<file path="config.mk">
export PLATFORM = sky130hd
export DESIGN_NAME = matrix_streamer_flat
export DESIGN_NICKNAME = d
export VERILOG_FILES = /design/src/rtl/vyapaar_pkg.sv /design/src/rtl/matrix_streamer_if.sv /design/src/rtl/matrix_regfile.sv /design/src/rtl/matrix_streamer.sv /design/src/flat_wrapper.sv
export SDC_FILE = /design/constraint.sdc
export NUM_CORES = 1
export LEC_CHECK = 0
export ABC_AREA = 1
export BUFFER_PORTS_ARGS = -buffer_cell sky130_fd_sc_hd__buf_2
export CAP_MARGIN = 20
export CORE_UTILIZATION = 50
export DETAILED_ROUTE_END_ITERATION = 8
export PLACE_DENSITY = 0.67
export RECOVER_POWER = 25
export SLEW_MARGIN = 40
export SYNTH_ARGS = -nofsm -noshare
export SYNTH_HDL_FRONTEND = slang
export SYNTH_SLANG_ARGS = --single-unit
</file>
<file path="constraint.sdc">
create_clock -name clk -period 4.2 [get_ports clk]
set_input_delay 0.21 -clock clk [delete_from_list [all_inputs] [get_ports clk]]
set_output_delay 0.21 -clock clk [all_outputs]
set_load 0.005 [all_outputs]
</file>
<file path="src/rtl/vyapaar_pkg.sv">
// rtl/vyapaar_pkg.sv - shared types and helpers for the matrix streaming path
package vyapaar_pkg;

  localparam int DEF_WIDTH = 16;

  typedef logic [DEF_WIDTH-1:0] entry_t;

  typedef enum logic [1:0] {
    S_IDLE,
    S_STREAM,
    S_DONE
  } stream_state_t;

  function automatic int idx_w(input int n);
    return (n > 1) ? $clog2(n) : 1;
  endfunction

endpackage

</file>
<file path="src/rtl/matrix_streamer_if.sv">
// rtl/matrix_streamer_if.sv - tagged matrix-entry stream (valid/ready with row, col, last)
interface matrix_streamer_if
  import vyapaar_pkg::*;
#(
  parameter int WIDTH    = 16,
  parameter int N_STOCKS = 4
) ();

  localparam int IDX_W = idx_w(N_STOCKS);

  logic             axiov;
  logic             axiiready;
  logic [WIDTH-1:0] axiod;
  logic [IDX_W-1:0] axiod_row;
  logic [IDX_W-1:0] axiod_col;
  logic             axiolast;

  modport master (
    output axiov, axiod, axiod_row, axiod_col, axiolast,
    input  axiiready
  );

  modport slave (
    input  axiov, axiod, axiod_row, axiod_col, axiolast,
    output axiiready
  );

endinterface

</file>
<file path="src/rtl/matrix_regfile.sv">
// rtl/matrix_regfile.sv - N x N entry storage, one sync write port, one comb read port
module matrix_regfile #(
  parameter int WIDTH    = 16,
  parameter int N_STOCKS = 4,
  parameter int IDX_W    = 2
) (
  input  logic             clk,
  input  logic             rst,
  input  logic             wr_en,
  input  logic [IDX_W-1:0] wr_row,
  input  logic [IDX_W-1:0] wr_col,
  input  logic [WIDTH-1:0] wr_data,
  input  logic [IDX_W-1:0] rd_row,
  input  logic [IDX_W-1:0] rd_col,
  output logic [WIDTH-1:0] rd_data
);

  logic [WIDTH-1:0] mem [N_STOCKS][N_STOCKS];

  always_ff @(posedge clk) begin
    if (rst) begin
      for (int r = 0; r < N_STOCKS; r++) begin
        for (int c = 0; c < N_STOCKS; c++) begin
          mem[r][c] <= '0;
        end
      end
    end else if (wr_en) begin
      mem[wr_row][wr_col] <= wr_data;
    end
  end

  assign rd_data = mem[rd_row][rd_col];

endmodule

</file>
<file path="src/rtl/matrix_streamer.sv">
// rtl/matrix_streamer.sv - holds the matrix and streams it row-major with (row, col) tags
module matrix_streamer
  import vyapaar_pkg::*;
#(
  parameter int WIDTH     = 16,
  parameter int N_STOCKS  = 4,
  parameter int SKIP_DIAG = 0,
  localparam int IDX_W    = idx_w(N_STOCKS)
) (
  input  logic               clk,
  input  logic               rst,
  input  logic               wr_en,
  input  logic [IDX_W-1:0]   wr_row,
  input  logic [IDX_W-1:0]   wr_col,
  input  logic [WIDTH-1:0]   wr_data,
  output logic               wr_drop,
  input  logic               start,
  output logic               busy,
  output logic               done,
  matrix_streamer_if.master  axo
);

  localparam bit               SKIP      = (SKIP_DIAG != 0) && (N_STOCKS > 1);
  localparam bit               EMPTY     = (SKIP_DIAG != 0) && (N_STOCKS == 1);
  localparam logic [IDX_W-1:0] LAST_IDX  = IDX_W'(N_STOCKS - 1);
  localparam logic [IDX_W-1:0] FIRST_COL = SKIP ? IDX_W'(1) : '0;
  localparam logic [IDX_W-1:0] LAST_COL  = SKIP ? IDX_W'(N_STOCKS - 2) : LAST_IDX;

  stream_state_t    state_q, state_d;
  logic             v_q, last_q;
  logic [WIDTH-1:0] d_q;
  logic [IDX_W-1:0] row_q, col_q;
  logic [IDX_W-1:0] nxt_row, nxt_col, ld_row, ld_col;
  logic [WIDTH-1:0] rf_rd, ld_data;
  logic             ld_last, rf_we, xfer;

  assign xfer  = v_q && axo.axiiready;
  assign rf_we = wr_en && (state_q != S_STREAM);

  always_ff @(posedge clk) begin
    if (rst) state_q <= S_IDLE;
    else     state_q <= state_d;
  end

  always_comb begin
    state_d = state_q;
    case (state_q)
      S_IDLE:   if (start) state_d = EMPTY ? S_DONE : S_STREAM;
      S_STREAM: if (xfer && last_q) state_d = S_DONE;
      S_DONE:   state_d = S_IDLE;
      default:  state_d = S_IDLE;
    endcase
  end

  always_comb begin
    busy = (state_q == S_STREAM);
    done = (state_q == S_DONE);
  end

  // Successor of the beat on the output; a diagonal hit is skipped in the same step.
  always_comb begin
    nxt_row = row_q;
    nxt_col = col_q + 1'b1;
    if (col_q == LAST_IDX) begin
      nxt_col = '0;
      nxt_row = row_q + 1'b1;
    end
    if (SKIP && (nxt_row == nxt_col)) begin
      if (nxt_col == LAST_IDX) begin
        nxt_col = '0;
        nxt_row = nxt_row + 1'b1;
      end else begin
        nxt_col = nxt_col + 1'b1;
      end
    end
  end

  assign ld_row  = (state_q == S_IDLE) ? '0 : nxt_row;
  assign ld_col  = (state_q == S_IDLE) ? FIRST_COL : nxt_col;
  assign ld_last = (ld_row == LAST_IDX) && (ld_col == LAST_COL);

  // Bypass lets a write landing on the same edge as start reach the first beat.
  assign ld_data = (rf_we && (wr_row == ld_row) && (wr_col == ld_col)) ? wr_data : rf_rd;

  matrix_regfile #(
    .WIDTH    (WIDTH),
    .N_STOCKS (N_STOCKS),
    .IDX_W    (IDX_W)
  ) u_regfile (
    .clk     (clk),
    .rst     (rst),
    .wr_en   (rf_we),
    .wr_row  (wr_row),
    .wr_col  (wr_col),
    .wr_data (wr_data),
    .rd_row  (ld_row),
    .rd_col  (ld_col),
    .rd_data (rf_rd)
  );

  always_ff @(posedge clk) begin
    if (rst) begin
      v_q     <= 1'b0;
      d_q     <= '0;
      row_q   <= '0;
      col_q   <= '0;
      last_q  <= 1'b0;
      wr_drop <= 1'b0;
    end else begin
      wr_drop <= wr_en && (state_q == S_STREAM);
      if ((state_q == S_IDLE && start && !EMPTY) ||
          (state_q == S_STREAM && xfer && !last_q)) begin
        v_q    <= 1'b1;
        d_q    <= ld_data;
        row_q  <= ld_row;
        col_q  <= ld_col;
        last_q <= ld_last;
      end else if (state_q == S_STREAM && xfer) begin
        v_q    <= 1'b0;
        last_q <= 1'b0;
      end
    end
  end

  assign axo.axiov     = v_q;
  assign axo.axiod     = d_q;
  assign axo.axiod_row = row_q;
  assign axo.axiod_col = col_q;
  assign axo.axiolast  = last_q;

endmodule

</file>
<file path="src/flat_wrapper.sv">
// flat-port wrapper written by rule: the top's interface ports become plain ports
module matrix_streamer_flat import vyapaar_pkg::*;
#(
  parameter int WIDTH     = 16,
  parameter int N_STOCKS  = 4,
  parameter int SKIP_DIAG = 0,
  localparam int IDX_W    = idx_w(N_STOCKS)
)
  (clk, rst, wr_en, wr_row, wr_col, wr_data, wr_drop, start, busy, done, axo_axiov, axo_axiod, axo_axiod_row, axo_axiod_col, axo_axiolast, axo_axiiready);
  matrix_streamer_if #(.WIDTH(WIDTH), .N_STOCKS(N_STOCKS)) axo_i ();
  input  logic clk;
  input  logic rst;
  input  logic wr_en;
  input  logic [IDX_W-1:0] wr_row;
  input  logic [IDX_W-1:0] wr_col;
  input  logic [WIDTH-1:0] wr_data;
  output logic wr_drop;
  input  logic start;
  output logic busy;
  output logic done;
  output wire logic [$bits(axo_i.axiov)-1:0] axo_axiov;
  output wire logic [$bits(axo_i.axiod)-1:0] axo_axiod;
  output wire logic [$bits(axo_i.axiod_row)-1:0] axo_axiod_row;
  output wire logic [$bits(axo_i.axiod_col)-1:0] axo_axiod_col;
  output wire logic [$bits(axo_i.axiolast)-1:0] axo_axiolast;
  input wire logic [$bits(axo_i.axiiready)-1:0] axo_axiiready;
  assign axo_axiov = axo_i.axiov;
  assign axo_axiod = axo_i.axiod;
  assign axo_axiod_row = axo_i.axiod_row;
  assign axo_axiod_col = axo_i.axiod_col;
  assign axo_axiolast = axo_i.axiolast;
  assign axo_i.axiiready = axo_axiiready;
  matrix_streamer #(.WIDTH(WIDTH), .N_STOCKS(N_STOCKS), .SKIP_DIAG(SKIP_DIAG)) u_core (.clk(clk), .rst(rst), .wr_en(wr_en), .wr_row(wr_row), .wr_col(wr_col), .wr_data(wr_data), .wr_drop(wr_drop), .start(start), .busy(busy), .done(done), .axo(axo_i));
endmodule
</file>
==> results of run 1 <==
[final timing paths]
kind | from | endpoint | slack, ns | cells past startpoint
min reg2reg | u_core.axo.axiod_col[1]$_SDFFE_PP0P_ | u_core.axo.axiod_col[1]$_SDFFE_PP0P_ | 0.50 | 2
min | start | u_core.axo.axiolast$_SDFFE_PP0P_ | 0.04 | 4
max reg2reg | u_core.state_q[0]$_SDFFE_PP0P_ | u_core.u_regfile.mem[2][31]$_SDFFCE_PN0P_ | 0.95 | 7
max | u_core.state_q[0]$_SDFFE_PP0P_ | u_core.u_regfile.mem[2][31]$_SDFFCE_PN0P_ | 0.95 | 7
[cell families after synthesis]
group	synth area share
AOI/OAI and AO/OA	0.0164
DFF	0.599
adders and majority gates	0.000915
buffers and inverters	0.0946
xor gates and xnor gates	0.00128
and+or+nand+nor	0.288
[cells in the mapped netlist, drive strengths merged (6+ instances only)]
cell,n
dfxtp,25
clkbuf,35
nor2,284
nand3,266
clkinv,16
nand3b,16
a21oi,21
o21ai,17
nand2,329
nor3,6
inv,194
edfxtp,256
buf,64
[routing by layer]
metal,routed length [um],up-vias,part of all wire,global-route usage
met1,16000,5124,0.41,0.397
li1,-,4929,-,-
met4,1470,2,0.037,0.108
met3,3960,91,0.10,0.0487
met2,17900,576,0.45,0.447
met5,13,-,0.00033,0
[worst max-delay path, stage by stage (launching register included)]
cell,delay (ns)
dfxtp_1,0.31
inv_1,0.16
nor2_1,0.14
nor2_1,0.16
nand2_1,0.15
nor3_1,0.54
nand2_1,0.61
nand2_1,0.80
[area by class of cell]
class / instances / area [um^2]
Antenna cell: 1 / 2.50
Clock buffer: 45 / 847
Clock inverter: 10 / 106
Fill cell: 2414 / 12000
Inverter: 210 / 793
Multi-Input combinational cell: 945 / 4150
Sequential cell: 281 / 8190
Tap cell: 341 / 427
Timing Repair Buffer: 65 / 379
[power groups by stage]
stage	Combinational, mW	Clock (mW)	Sequential (mW)
finish	0.526	2.59	3.21
global placement	0.516	0	3.26
detailed placement	0.520	0	3.26
floorplan	0.342	0	3.24
global route	0.577	2.69	3.22
CTS	0.526	2.60	3.21
[sequential cells by signal (all words and copies together), names as in the netlist]
register              count
u_core.axo.axiolast       1
u_core.axo.axiov          1
u_core.axo.axiod         16
u_core.axo.axiod_col      2
u_core.wr_drop            1
u_core.axo.axiod_row      2
u_core.u_regfile.mem    256
u_core.state_q            2
==> flow_summary.toml, run 1 <==
[sta]
skew_ns = 0.0215
hold_violations = 0
rsz0062_at_grt = "false"
timing.final.crit_share = 0.773
setup_ws_ns = 0.953
setup_tns_ns = 0
period_needed_ns = 3.25
timing.fmax_mhz = 308
timing.slew.headroom = 0.415
slew_violations = 0
whs_ns = 0.0357
tightest_slew_ns = 0.871
setup_viol = 0

[power]
switching_power_mw = 1.53
total_power_mw = 6.32
sw_frac_of_total = 0.242
p_comb_frac = 0.083
ir_drop_mv = 0.326
cell_internal_pwr_mw = 4.79
sequentialPowerShare = 0.507
clkPwrFrac = 0.410
p_leak_nw = 6.50
power_density_nw_per_um2 = 425

[yosys]
syn_area_um2 = 13700
synth_cells = 1535
ys_seq_area_frac = 0.599
avgSynthCellArea_um2 = 8.91
synth_top_area_frac = 0.562
syn-num-nets = 1561
synth.area.top_cells = "edfxtp_1 56%, nand3_1 9.7%, nand2_1 8.6%, nor2_1 7.7%, inv_1 5.2%"
synth_edf_count = 256
yosysWarnings = 0
synth_ff_type = "edfxtp_1"
ys_ff_latch = 281
synth_cell_types = 32
synth_largest_area_cell = "edfxtp_1"
synthArstFlopShare = 0

[setup_path]
end_kind = "flop"
cp_max_fo = 17
worstSetupPathType = "reg2reg"
arrival_ns = 3.44
startpoint_type = "flop"
crit_required_ns = 4.40

[place]
hpwl_um = 23900
numPortBuffers = 49
dpl_cell_area_um2 = 14000
dp_cells = 1837
preCtsSetupSlack_ns = 1.24
gp_congestion = 0.864

[hold_path]
hp-class = "in2reg"

[detailed_routing]
vias_per_cell = 5.65
detail-route-antenna-nets = 0
wl_um = 39400
wl_per_cell_um = 20.7
vias = 10700
drt-initial-drc-count = 1488
drc_errors = 0
drt_pass1_iterations = 7

[floorplanning]
fp-row-count = 60
die-area_um2 = 28000
die_h_um = 167
die_w_um = 167
core_um2 = 26900
pin_count = 50
start_util = 0.509

[final_layout]
final_cells = 1898
nets = 1559
postLayoutCellArea_um2 = 14900
drive_gt1_frac = 0.0758
area.growth.synth_to_final_pct = 8.93
layout_commonest_cell = "nand2_1"
post-route-util = 0.554
mostFrequentLayoutCells = "321 x nand2_1, 280 x nor2_1, 263 x nand3_1, 256 x edfxtp_1, 191 x inv_1"

[grt]
grt_pass1_wl_um = 60200
grt_pass1_vias = 10100
grtUsageTotal = 0.285
overflow = 0
antenna_found_initial = 2
grt_max_degree = 98

[clock_tree]
clock-sinks = 281
cts_buffer_depth = 3
cts_max_level = 1
cts_tree = "yes"
root_buffer = "clkbuf_16"
cts_setup_buffers = 0
clk_latency_ns = 0.57
path_clk_slew_ns = 0.06
ctsHoldBuffers = 5
numCtsBuffers = 30
cts_resized = 0

[run_status]
status = "finished clean"

[flow_run]
drv_cap = 0
No activity file was read; power rests on OpenSTA's default activity.
==> run 2: changes to the inputs <==
- ABC_AREA: 1 -> 0
- PLACE_DENSITY: 0.67 -> 0.69
- clock period: 4.2 -> 2.9 ns (I/O delays scaled with it)
==> run 2 against run 1 <==
Effect of this change:
- setup slack worse by 0.67 ns
- sequential power up 44%
- utilization up 2.3 points
- highest routed layer is now met4
- register-to-register slack worse by 0.67 ns
- synthesized cell count is 30% lower
- sequential share of layout area up 0.68 points
- global-route usage is 5.1 points lower
- flip-flop and latch count unchanged
- via count shrank 22%
- die area shrank 3.9%
- critical endpoint is now u_core.axo.axiod[11]$_SDFFE_PP0P_
- total power rose by 41%
- maximum frequency grew 24%
==> flow_summary.toml, run 2 <==
[run_status]
status = "finished clean"

[sta]
whs_ns = 0.0482
hold_violations = 0
rsz0062_at_grt = "false"
timing.slew.headroom = 0.224
setup_tns_ns = 0
tightest_slew_ns = 1.16
skew_ns = 0.0118
slew_violations = 0
timing.final.crit_share = 0.901
timing.fmax_mhz = 383
setup_viol = 0
period_needed_ns = 2.61

[clock_tree]
cts_tree = "yes"
numCtsBuffers = 29
path_clk_slew_ns = 0.06
cts_resized = 0
cts_buffer_depth = 3
cts_setup_buffers = 0
clock-sinks = 281
root_buffer = "clkbuf_16"
clk_latency_ns = 0.56
cts_max_level = 1

[yosys]
synth_xor_xnor_area_share = 0.00600
synth_cells = 1075
synth.area.top_cells = "edfxtp_1 59%, and2_1 14%, dfxtp_1 3.8%, mux2_2 2.5%, mux2i_1 2.4%"
synth_ff_type = "edfxtp_1"
synth-simple-area-share = 0.202
synth_top_family_by_area = "simple AND/OR/NAND/NOR gates"
yosysWarnings = 0
synth_top_area_frac = 0.586
synth-compound-area-share = 0.0789
synth_edf_count = 256
synth_adder_area_share = 0.000953
avgSynthCellArea_um2 = 12.2
synth_largest_area_cell = "edfxtp_1"
synthMuxAreaShare = 0.0518
ys_ff_latch = 281
ys_seq_area_frac = 0.624
yosysMostFrequentCell = "and2_1"
syn_area_um2 = 13100
synth_cell_types = 50
syn-num-nets = 1101
synthArstFlopShare = 0
synth_common_cells = "288 x and2_1, 256 x edfxtp_1, 74 x nand2_1"

[setup_path]
crit_required_ns = 3.35
path_delay_family = "compound AO/OA/AOI/OAI gates"
critPathSlowestCell = "clkbuf_2"
cp_num_buf_inv = 1
critPathMaxStageDelay_ns = 0.87
arrival_ns = 3.06
crit_chain = "clkbuf_2 > mux2i_1 > o22ai_1 > o21ai_0 > a41oi_1 > a221o_1"
cp_max_fo = 34
worstSetupPathType = "reg2reg"
end_kind = "flop"
startpoint_type = "flop"

[detailed_routing]
drt-initial-drc-count = 600
vias_per_cell = 5.67
wl_um = 30700
vias = 8310
drt_pass1_iterations = 5
drc_errors = 0
detail-route-antenna-nets = 0
wl_per_cell_um = 21.0

[final_layout]
nets = 1139
largest_reg_flops = 256
top_register = "u_core.u_regfile.mem"
area.growth.synth_to_final_pct = 12.1
mostFrequentLayoutCells = "256 x edfxtp_1, 250 x and2_1, 74 x nand2_1, 38 x and2_0"
diodes = 0
drive_gt1_frac = 0.143
layout_commonest_cell = "edfxtp_1"
post-route-util = 0.578

[floorplanning]
die_w_um = 164
core_um2 = 25500
start_util = 0.515
fp-row-count = 58
die-area_um2 = 26900
die_h_um = 164
pin_count = 50

[grt]
grt_pass1_wl_um = 46500
overflow = 0
grtUsageTotal = 0.234
grtUsageMet2 = 0.396
grt_util_met1 = 0.316
antenna_found_initial = 0
top_usage_layer = "met2"
grt_pass1_vias = 7951
use_met3 = 0.0270
grt_max_degree = 67

[place]
gp_congestion = 0.882
hpwl_um = 19800
numPortBuffers = 49

[power]
power_density_nw_per_um2 = 607
ir_drop_mv = 0.462
p_leak_nw = 5.33

[flow_run]
drv_cap = 0

[hold_path]
hp-class = "in2reg"
-- run 2: changes by cell type in the layout (fill, tap and decap cells not counted), sizes merged, moves of 18 or more --
cell	change
o21ai	+18
nand2	-254
inv	-162
mux2i	+32
o211ai	+32
mux2	+32
nand3	-231
o22ai	+31
and2	+288
nor2	-261
-- run 2: stage by stage --
| stage | power (mW) | setup slack [ns] | area [um^2] | std cells |
|---|---|---|---|---|
| 6_report | 8.93 | 0.287 | 14700 | 1466 |
| 4_1_cts | 8.99 | 0.323 | 14800 | 1466 |
| 3_5_place_dp | 5.11 | 0.327 | 13800 | 1410 |
| 5_1_grt | 9.17 | 0.112 | 14700 | 1466 |
| 3_3_place_gp | 5.10 | 0.396 | 13800 | 1410 |
| 2_1_floorplan | 4.91 | 0.582 | 13100 | 1075 |
-- run 2: cell families (layout without fill, tap and decap cells) --
family                   after synthesis  after routing
AND/OR/NAND/NOR                      464            464
AO/OA/AOI/OAI                        147            147
flip-flops                           281            281
buffers and inverters                112            173
XOR/XNOR                               6              6
adder cells (fa/ha/maj)                1              1
multiplexers                          64             64
-- run 2: where the power goes --
part | switching, mW | leakage [nW] | internal, mW
combinational | 0.290 | 1.95 | 0.119
sequential | 0.0520 | 2.88 | 4.56
clock | 1.55 | 0.496 | 2.37
-- run 2: worst paths after layout --
check	start	to	slack, ns	cells past startpoint
setup / recovery	u_core.axo.axiod_row[1]$_SDFFE_PP0P_	u_core.axo.axiod[11]$_SDFFE_PP0P_	0.29	6
hold / removal	start	u_core.state_q[0]$_SDFFE_PP0P_	0.05	4
setup reg to reg	u_core.axo.axiod_row[1]$_SDFFE_PP0P_	u_core.axo.axiod[11]$_SDFFE_PP0P_	0.29	6
hold reg to reg	u_core.axo.axiolast$_SDFFE_PP0P_	u_core.state_q[1]$_SDFFE_PP0P_	0.50	2
-- run 2: area by class of cell --
class / instances / area, um^2
timing repair buffer: 85 / 495
fill: 2060 / 10800
tap: 330 / 413
sequential: 281 / 8190
clock inverter: 15 / 211
inverter: 34 / 128
clock buffer: 39 / 793
multi-input combinational: 682 / 4490
-- run 2: tightest hold or removal path, stage by stage --
cell	delay, ns
buf_2	0.10
nor2b_1	0.13
a21oi_1	0.12
nor3_1	0.05
-- run 2: layer usage --
metal  vias up  part of all wire
met3        55             0.059
met2       272              0.49
met4         0             0.028
li1       3889                 -
met1      4094              0.42
met5         -                 0
-- run 2: timing repair --
item	in CTS	in global routing
endpoints found under the hold margin	3	0
setup endpoints to repair	0	0
hold buffers	2	0
